[src/rtl/fetch.sv]
// Instruction fetch stage: sequential PC generation, credit-limited imem requests,
// in-order response buffering and redirect flush feeding the decode stage.
module fetch #(
  parameter logic [31:0] RESET_PC   = 32'h0000_0000,
  parameter int unsigned FIFO_DEPTH = 2
) (
  input  logic        clk_i,
  input  logic        rst_i,
  input  logic        stall_i,
  input  logic        redirect_i,
  input  logic [31:0] redirect_pc_i,
  output logic        imem_req_valid_o,
  input  logic        imem_req_ready_i,
  output logic [31:0] imem_req_addr_o,
  input  logic        imem_rsp_valid_i,
  input  logic [31:0] imem_rsp_data_i,
  output logic [64:0] if_id_o
);

  localparam int unsigned CW = $clog2(FIFO_DEPTH + 1);
  localparam int unsigned IW = (FIFO_DEPTH > 1) ? $clog2(FIFO_DEPTH) : 1;
  localparam logic [31:0] NOP = 32'h0000_0013;
  localparam logic [CW:0]   DEPTH_W  = FIFO_DEPTH[CW:0];
  localparam logic [CW-1:0] DEPTH_CW = FIFO_DEPTH[CW-1:0];
  localparam logic [IW-1:0] LAST_IDX = IW'(FIFO_DEPTH - 1);

  logic [31:0]   fetch_pc_q, fetch_pc_d;
  logic [31:0]   rsp_pc_q, rsp_pc_d;
  logic [31:0]   last_pc_q, last_pc_d;
  logic [CW-1:0] outstanding_q, outstanding_d;
  logic [CW-1:0] drop_cnt_q, drop_cnt_d;
  logic [CW-1:0] count_q, count_d;
  logic [IW-1:0] rd_ptr_q, rd_ptr_d;
  logic [IW-1:0] wr_ptr_q, wr_ptr_d;
  logic [31:0]   pc_mem_q    [FIFO_DEPTH];
  logic [31:0]   instr_mem_q [FIFO_DEPTH];

  logic [31:0] redirect_pc;
  logic [31:0] head_pc;
  logic [31:0] head_instr;
  logic [CW:0] credit;
  logic        head_valid;
  logic        out_valid;
  logic        pop;
  logic        push;
  logic        req_valid;
  logic        issue;

  function automatic logic [IW-1:0] ptr_inc(input logic [IW-1:0] p);
    return (p == LAST_IDX) ? '0 : p + 1'b1;
  endfunction

  always_comb begin
    redirect_pc = {redirect_pc_i[31:2], 2'b00};
    head_valid  = (count_q != '0);
    head_pc     = pc_mem_q[rd_ptr_q];
    head_instr  = instr_mem_q[rd_ptr_q];
    out_valid   = head_valid && !redirect_i;
    pop         = out_valid && !stall_i;
    // Slots already promised (in flight, including stale ones) plus buffered entries
    // must stay below the depth so every accepted response has a home.
    credit      = {1'b0, outstanding_q} + {1'b0, count_q} - {{CW{1'b0}}, pop};
    req_valid   = !rst_i && !redirect_i && (credit < DEPTH_W);
    issue       = req_valid && imem_req_ready_i;
    push        = imem_rsp_valid_i && !redirect_i && (drop_cnt_q == '0);
  end

  always_comb begin
    fetch_pc_d    = fetch_pc_q;
    rsp_pc_d      = rsp_pc_q;
    last_pc_d     = head_valid ? head_pc : last_pc_q;
    outstanding_d = outstanding_q - CW'(imem_rsp_valid_i);
    drop_cnt_d    = drop_cnt_q;
    count_d       = count_q;
    rd_ptr_d      = rd_ptr_q;
    wr_ptr_d      = wr_ptr_q;

    if (redirect_i) begin
      fetch_pc_d = redirect_pc;
      rsp_pc_d   = redirect_pc;
      // Every response still owed after this cycle belongs to the old stream.
      drop_cnt_d = outstanding_q - CW'(imem_rsp_valid_i);
      count_d    = '0;
      rd_ptr_d   = '0;
      wr_ptr_d   = '0;
    end else begin
      if (issue) begin
        fetch_pc_d    = fetch_pc_q + 32'd4;
        outstanding_d = outstanding_q + CW'(1) - CW'(imem_rsp_valid_i);
      end
      if (imem_rsp_valid_i && (drop_cnt_q != '0)) begin
        drop_cnt_d = drop_cnt_q - CW'(1);
      end
      if (push) begin
        rsp_pc_d = rsp_pc_q + 32'd4;
        wr_ptr_d = ptr_inc(wr_ptr_q);
      end
      if (pop) begin
        rd_ptr_d = ptr_inc(rd_ptr_q);
      end
      count_d = count_q + CW'(push) - CW'(pop);
    end
  end

  always_ff @(posedge clk_i) begin
    if (rst_i) begin
      fetch_pc_q    <= RESET_PC;
      rsp_pc_q      <= RESET_PC;
      last_pc_q     <= RESET_PC;
      outstanding_q <= '0;
      drop_cnt_q    <= '0;
      count_q       <= '0;
      rd_ptr_q      <= '0;
      wr_ptr_q      <= '0;
    end else begin
      fetch_pc_q    <= fetch_pc_d;
      rsp_pc_q      <= rsp_pc_d;
      last_pc_q     <= last_pc_d;
      outstanding_q <= outstanding_d;
      drop_cnt_q    <= drop_cnt_d;
      count_q       <= count_d;
      rd_ptr_q      <= rd_ptr_d;
      wr_ptr_q      <= wr_ptr_d;
    end
  end

  always_ff @(posedge clk_i) begin
    if (push) begin
      pc_mem_q[wr_ptr_q]    <= rsp_pc_q;
      instr_mem_q[wr_ptr_q] <= imem_rsp_data_i;
    end
  end

  assign imem_req_valid_o = req_valid;
  assign imem_req_addr_o  = fetch_pc_q;
  assign if_id_o          = {out_valid,
                             head_valid ? head_pc : last_pc_q,
                             head_valid ? head_instr : NOP};

  no_overflow_a: assert property (@(posedge clk_i) disable iff (rst_i)
                                  !(push && (count_q == DEPTH_CW)));

endmodule
[config.mk]
export PLATFORM = sky130hd
export DESIGN_NAME = fetch
export DESIGN_NICKNAME = d
export VERILOG_FILES = /design/src/rtl/fetch.sv
export SDC_FILE = /design/constraint.sdc
export NUM_CORES = 1
export LEC_CHECK = 0
export CELL_PAD_IN_SITES_DETAIL_PLACEMENT = 0
export CELL_PAD_IN_SITES_GLOBAL_PLACEMENT = 1
export CORE_ASPECT_RATIO = 1.5
export CORE_UTILIZATION = 42
export DETAILED_ROUTE_END_ITERATION = 7
export HOLD_SLACK_MARGIN = 0.03
export MAX_ROUTING_LAYER = met4
export PLACE_DENSITY_LB_ADDON = 0.1
export SYNTH_ARGS = -nofsm -noshare
export SYNTH_HDL_FRONTEND = slang
export SYNTH_SLANG_ARGS = --single-unit
[constraint.sdc]
create_clock -name clk_i -period 7.7 [get_ports clk_i]
set_input_delay 1.54 -clock clk_i [delete_from_list [all_inputs] [get_ports clk_i]]
set_output_delay 1.54 -clock clk_i [all_outputs]
set_load 0.03 [all_outputs]
==> flow_metrics.env <==
export IMPL_ioPinCount=168
export IMPL_pre_cts_ws_ns=2.13
export IMPL_synth_top_area_share_pct=38.6
export IMPL_viasPerCell=5.15
export IMPL_drt_wirelength_per_cell_um=16.3
export IMPL_antenna_found_initial=0
export IMPL_coreArea_mm2=0.0225
export IMPL_grt_pass1_vias=6483
export IMPL_critPathKind="in2out"
export IMPL_max_cap_viol_count=0
export IMPL_fin_worst_skew_ns=0.0142
export IMPL_p_sw_mw=0.670
export IMPL_relSlewSlack_pct=40.2
export IMPL_slew_violations=0
export IMPL_clkSlewWorstSetupHoldPaths_ns=0.06
export IMPL_post_cts_resized=0
export IMPL_nFillCells=2017
export IMPL_postCtsSetupBuffers=0
export IMPL_netlist_top_cells_count="edfxtp_1 (124), dfxtp_1 (101), nand2_1 (66)"
export IMPL_switching_share_pct=23.7
export IMPL_yosys_warnings=0
export IMPL_p_clk_share_pct=40.7
export IMPL_layout_drive_gt1_share_pct=7.06
export IMPL_hold_buffers=0
export IMPL_drt_iter0_drc=309
export IMPL_multi_input_area_mm2=0.00359
export IMPL_clock_path_buffers=3
export IMPL_power_density_mw_per_mm2=231
export IMPL_diodes=0
export IMPL_cp_start_kind="primary input"
export IMPL_finalWirelength_mm=20.9
export IMPL_yosysTopAreaCell="edfxtp_1"
export IMPL_synth_flop_cell="edfxtp_1"
export IMPL_overflow=0
export IMPL_cts_tree="yes"
export IMPL_ir_drop_uv=215
export IMPL_die_h_um=188
export IMPL_layout_nets=1067
export IMPL_p_int_mw=2.16
export IMPL_start_util_pct=42.9
export IMPL_cp_end_kind="primary output"
export IMPL_max_freq_mhz=179
export IMPL_worst_slew_pin_slew_ns=0.889
export IMPL_register_area_mm2=0.00575
export IMPL_syn_area_per_cell_um2=11.4
export IMPL_rows=67
export IMPL_leakage_nw=4.02
export IMPL_status="completed"
export IMPL_dieArea_mm2=0.0236
export IMPL_combPwrFrac_pct=11.0
export IMPL_synthArstFlopShare_pct=0
export IMPL_grt_use_total_pct=18.4
export IMPL_clock_latency_ns=0.51
export IMPL_setup_tns_ns=0
export IMPL_die_width_um=126
export IMPL_ys_seq_elements=225
export IMPL_yosysMostFrequentCell="edfxtp_1"
export IMPL_ctsHtreeMaxLevel=1
export IMPL_pwr_share_seq_pct=48.3
export IMPL_path_max_fanout=4
export IMPL_hp_class="reg2reg"
export IMPL_detail_route_antenna_nets=0
export IMPL_period_share_pct=72.6
export IMPL_final_util_pct=54.5
export IMPL_drc=0
export IMPL_fin_crit_ns=5.59
export IMPL_grt_max_degree=68
export IMPL_num_vias=6598
export IMPL_required_ns=6.16
export IMPL_clock_sinks=225
export IMPL_grt_pass1_wl_mm=33.9
export IMPL_port_buffers=163
export IMPL_worst_slack_ns=2.11
export IMPL_synthTopCellsByArea="edfxtp_1 (39%), dfxtp_1 (21%), mux2i_1 (6.5%)"
export IMPL_setup_viol_count_final=0
export IMPL_hold_viol_final=0
export IMPL_post_dp_hpwl_mm=13.7
export IMPL_cts_root_buf="clkbuf_16"
export IMPL_firstDrtPassIters=5
export IMPL_rsz0062_at_grt="false"
export IMPL_ys_seq_area_share_pct=59.6
export IMPL_synth_cell_type_count=53
export IMPL_total_power_mw=2.83
export IMPL_syn_to_final_growth_pct=26.9
export IMPL_syn_area_mm2=0.00964
export IMPL_gp_congestion=0.792
export IMPL_synth_cells=843
export IMPL_worstPathArrival_ns=4.05
export IMPL_cts_inserted_buffers=23
export IMPL_synth_edf_count=124
critical path: stages:
cell and delay [ns]:
clkdlybuf4s50_1 0.47, nor4_1 0.38, o21ai_0 0.20, fa_1 0.40
xor2_1 0.20, and3_1 0.19, clkdlybuf4s50_1 0.67
flip-flops by register name, summed over array words and instances, names as in the netlist, named ones only:
name,cells
wr_ptr_q,1
count_q,2
imem_req_addr_o,30
rsp_pc_q,30
pc_mem_q,60
instr_mem_q,64
last_pc_q,32
rd_ptr_q,1
outstanding_q,2
drop_cnt_q,2
stage by stage:
step                hold WS (ns)  instance area, um2  cells
CTS                        0.501               12200   1281
global placement           0.485               11500   1240
finish                     0.499               12200   1281
global route               0.521               12200   1281
floorplan                  0.447                9650    844
detailed placement         0.489               11500   1240
path summary, 6_finish.rpt:
check,startpoint,to,slack (ns),depth (start not counted)
setup / recovery,stall_i,imem_req_valid_o,2.11,7
hold / removal,rsp_pc_q[24]$_SDFFE_PP0P_,pc_mem_q[1][24]$_DFFE_PP_,0.50,0
setup reg to reg,count_q[1]$_SDFF_PP0_,imem_req_addr_o[17]$_SDFFE_PP0P_,4.37,10
hold reg to reg,rsp_pc_q[24]$_SDFFE_PP0P_,pc_mem_q[1][24]$_DFFE_PP_,0.50,0
per-layer routing:
layer / track usage, % / vias to the layer above / wire (um)
met5: - / - / 0
met1: 23.0 / 3081 / 9540
met4: 4.36 / 0 / 267
li1: - / 3333 / -
met2: 31.3 / 164 / 10000
met3: 2.91 / 20 / 1080
power by group through the flow:
| stage | logic (mW) | registers (mW) | clock network [mW] |
|---|---|---|---|
| after floorplan | 0.171 | 1.41 | 0 |
| after global placement | 0.310 | 1.39 | 0 |
| after detailed placement | 0.312 | 1.39 | 0 |
| after CTS | 0.314 | 1.37 | 1.18 |
| after global routing | 0.338 | 1.38 | 1.23 |
| final | 0.310 | 1.37 | 1.15 |
kinds of logic after synthesis:
kind of cell    after synthesis  share of synthesized area (%)
simple gates                278                           15.2
flops                       225                           59.6
compound gates              142                           9.06
buf+inv                      71                           3.49
mux                          63                           6.54
xor+xnor                     55                           5.00
fa+ha+maj                     8                           1.12
other cells                   1                         0.0389
layout make-up:
cell class              instances  area share (%)
multi-input cells             548            29.3
clock buffers                  27            4.99
inverters                      17           0.522
well taps                     276            2.82
clock inverters                14            1.41
repair buffers                174            13.9
flip-flops and latches        225            47.0
cells in the final DEF, fill, tap and decap left out, types with 5 or more instances in the layout:
cell	n
dfxtp_1	100
xor2_1	26
a21boi_0	7
o22ai_1	18
nor2_1	63
o21ai_0	41
a31oi_1	11
and3_1	17
ha_1	7
a21oi_1	28
clkinv_1	6
o21bai_1	5
clkbuf_16	23
and4_1	7
clkdlybuf4s50_1	161
nor4_1	6
nor3_1	12
nor4_2	8
a21boi_1	5
nand3_1	22
inv_1	16
and2_1	7
xnor2_1	29
nand4_1	15
edfxtp_1	124
nor2b_1	32
mux2i_1	63
or3_1	5
a211oi_1	12
buf_4	11
nand2_1	66
No activity file was read; power rests on OpenSTA's default activity.
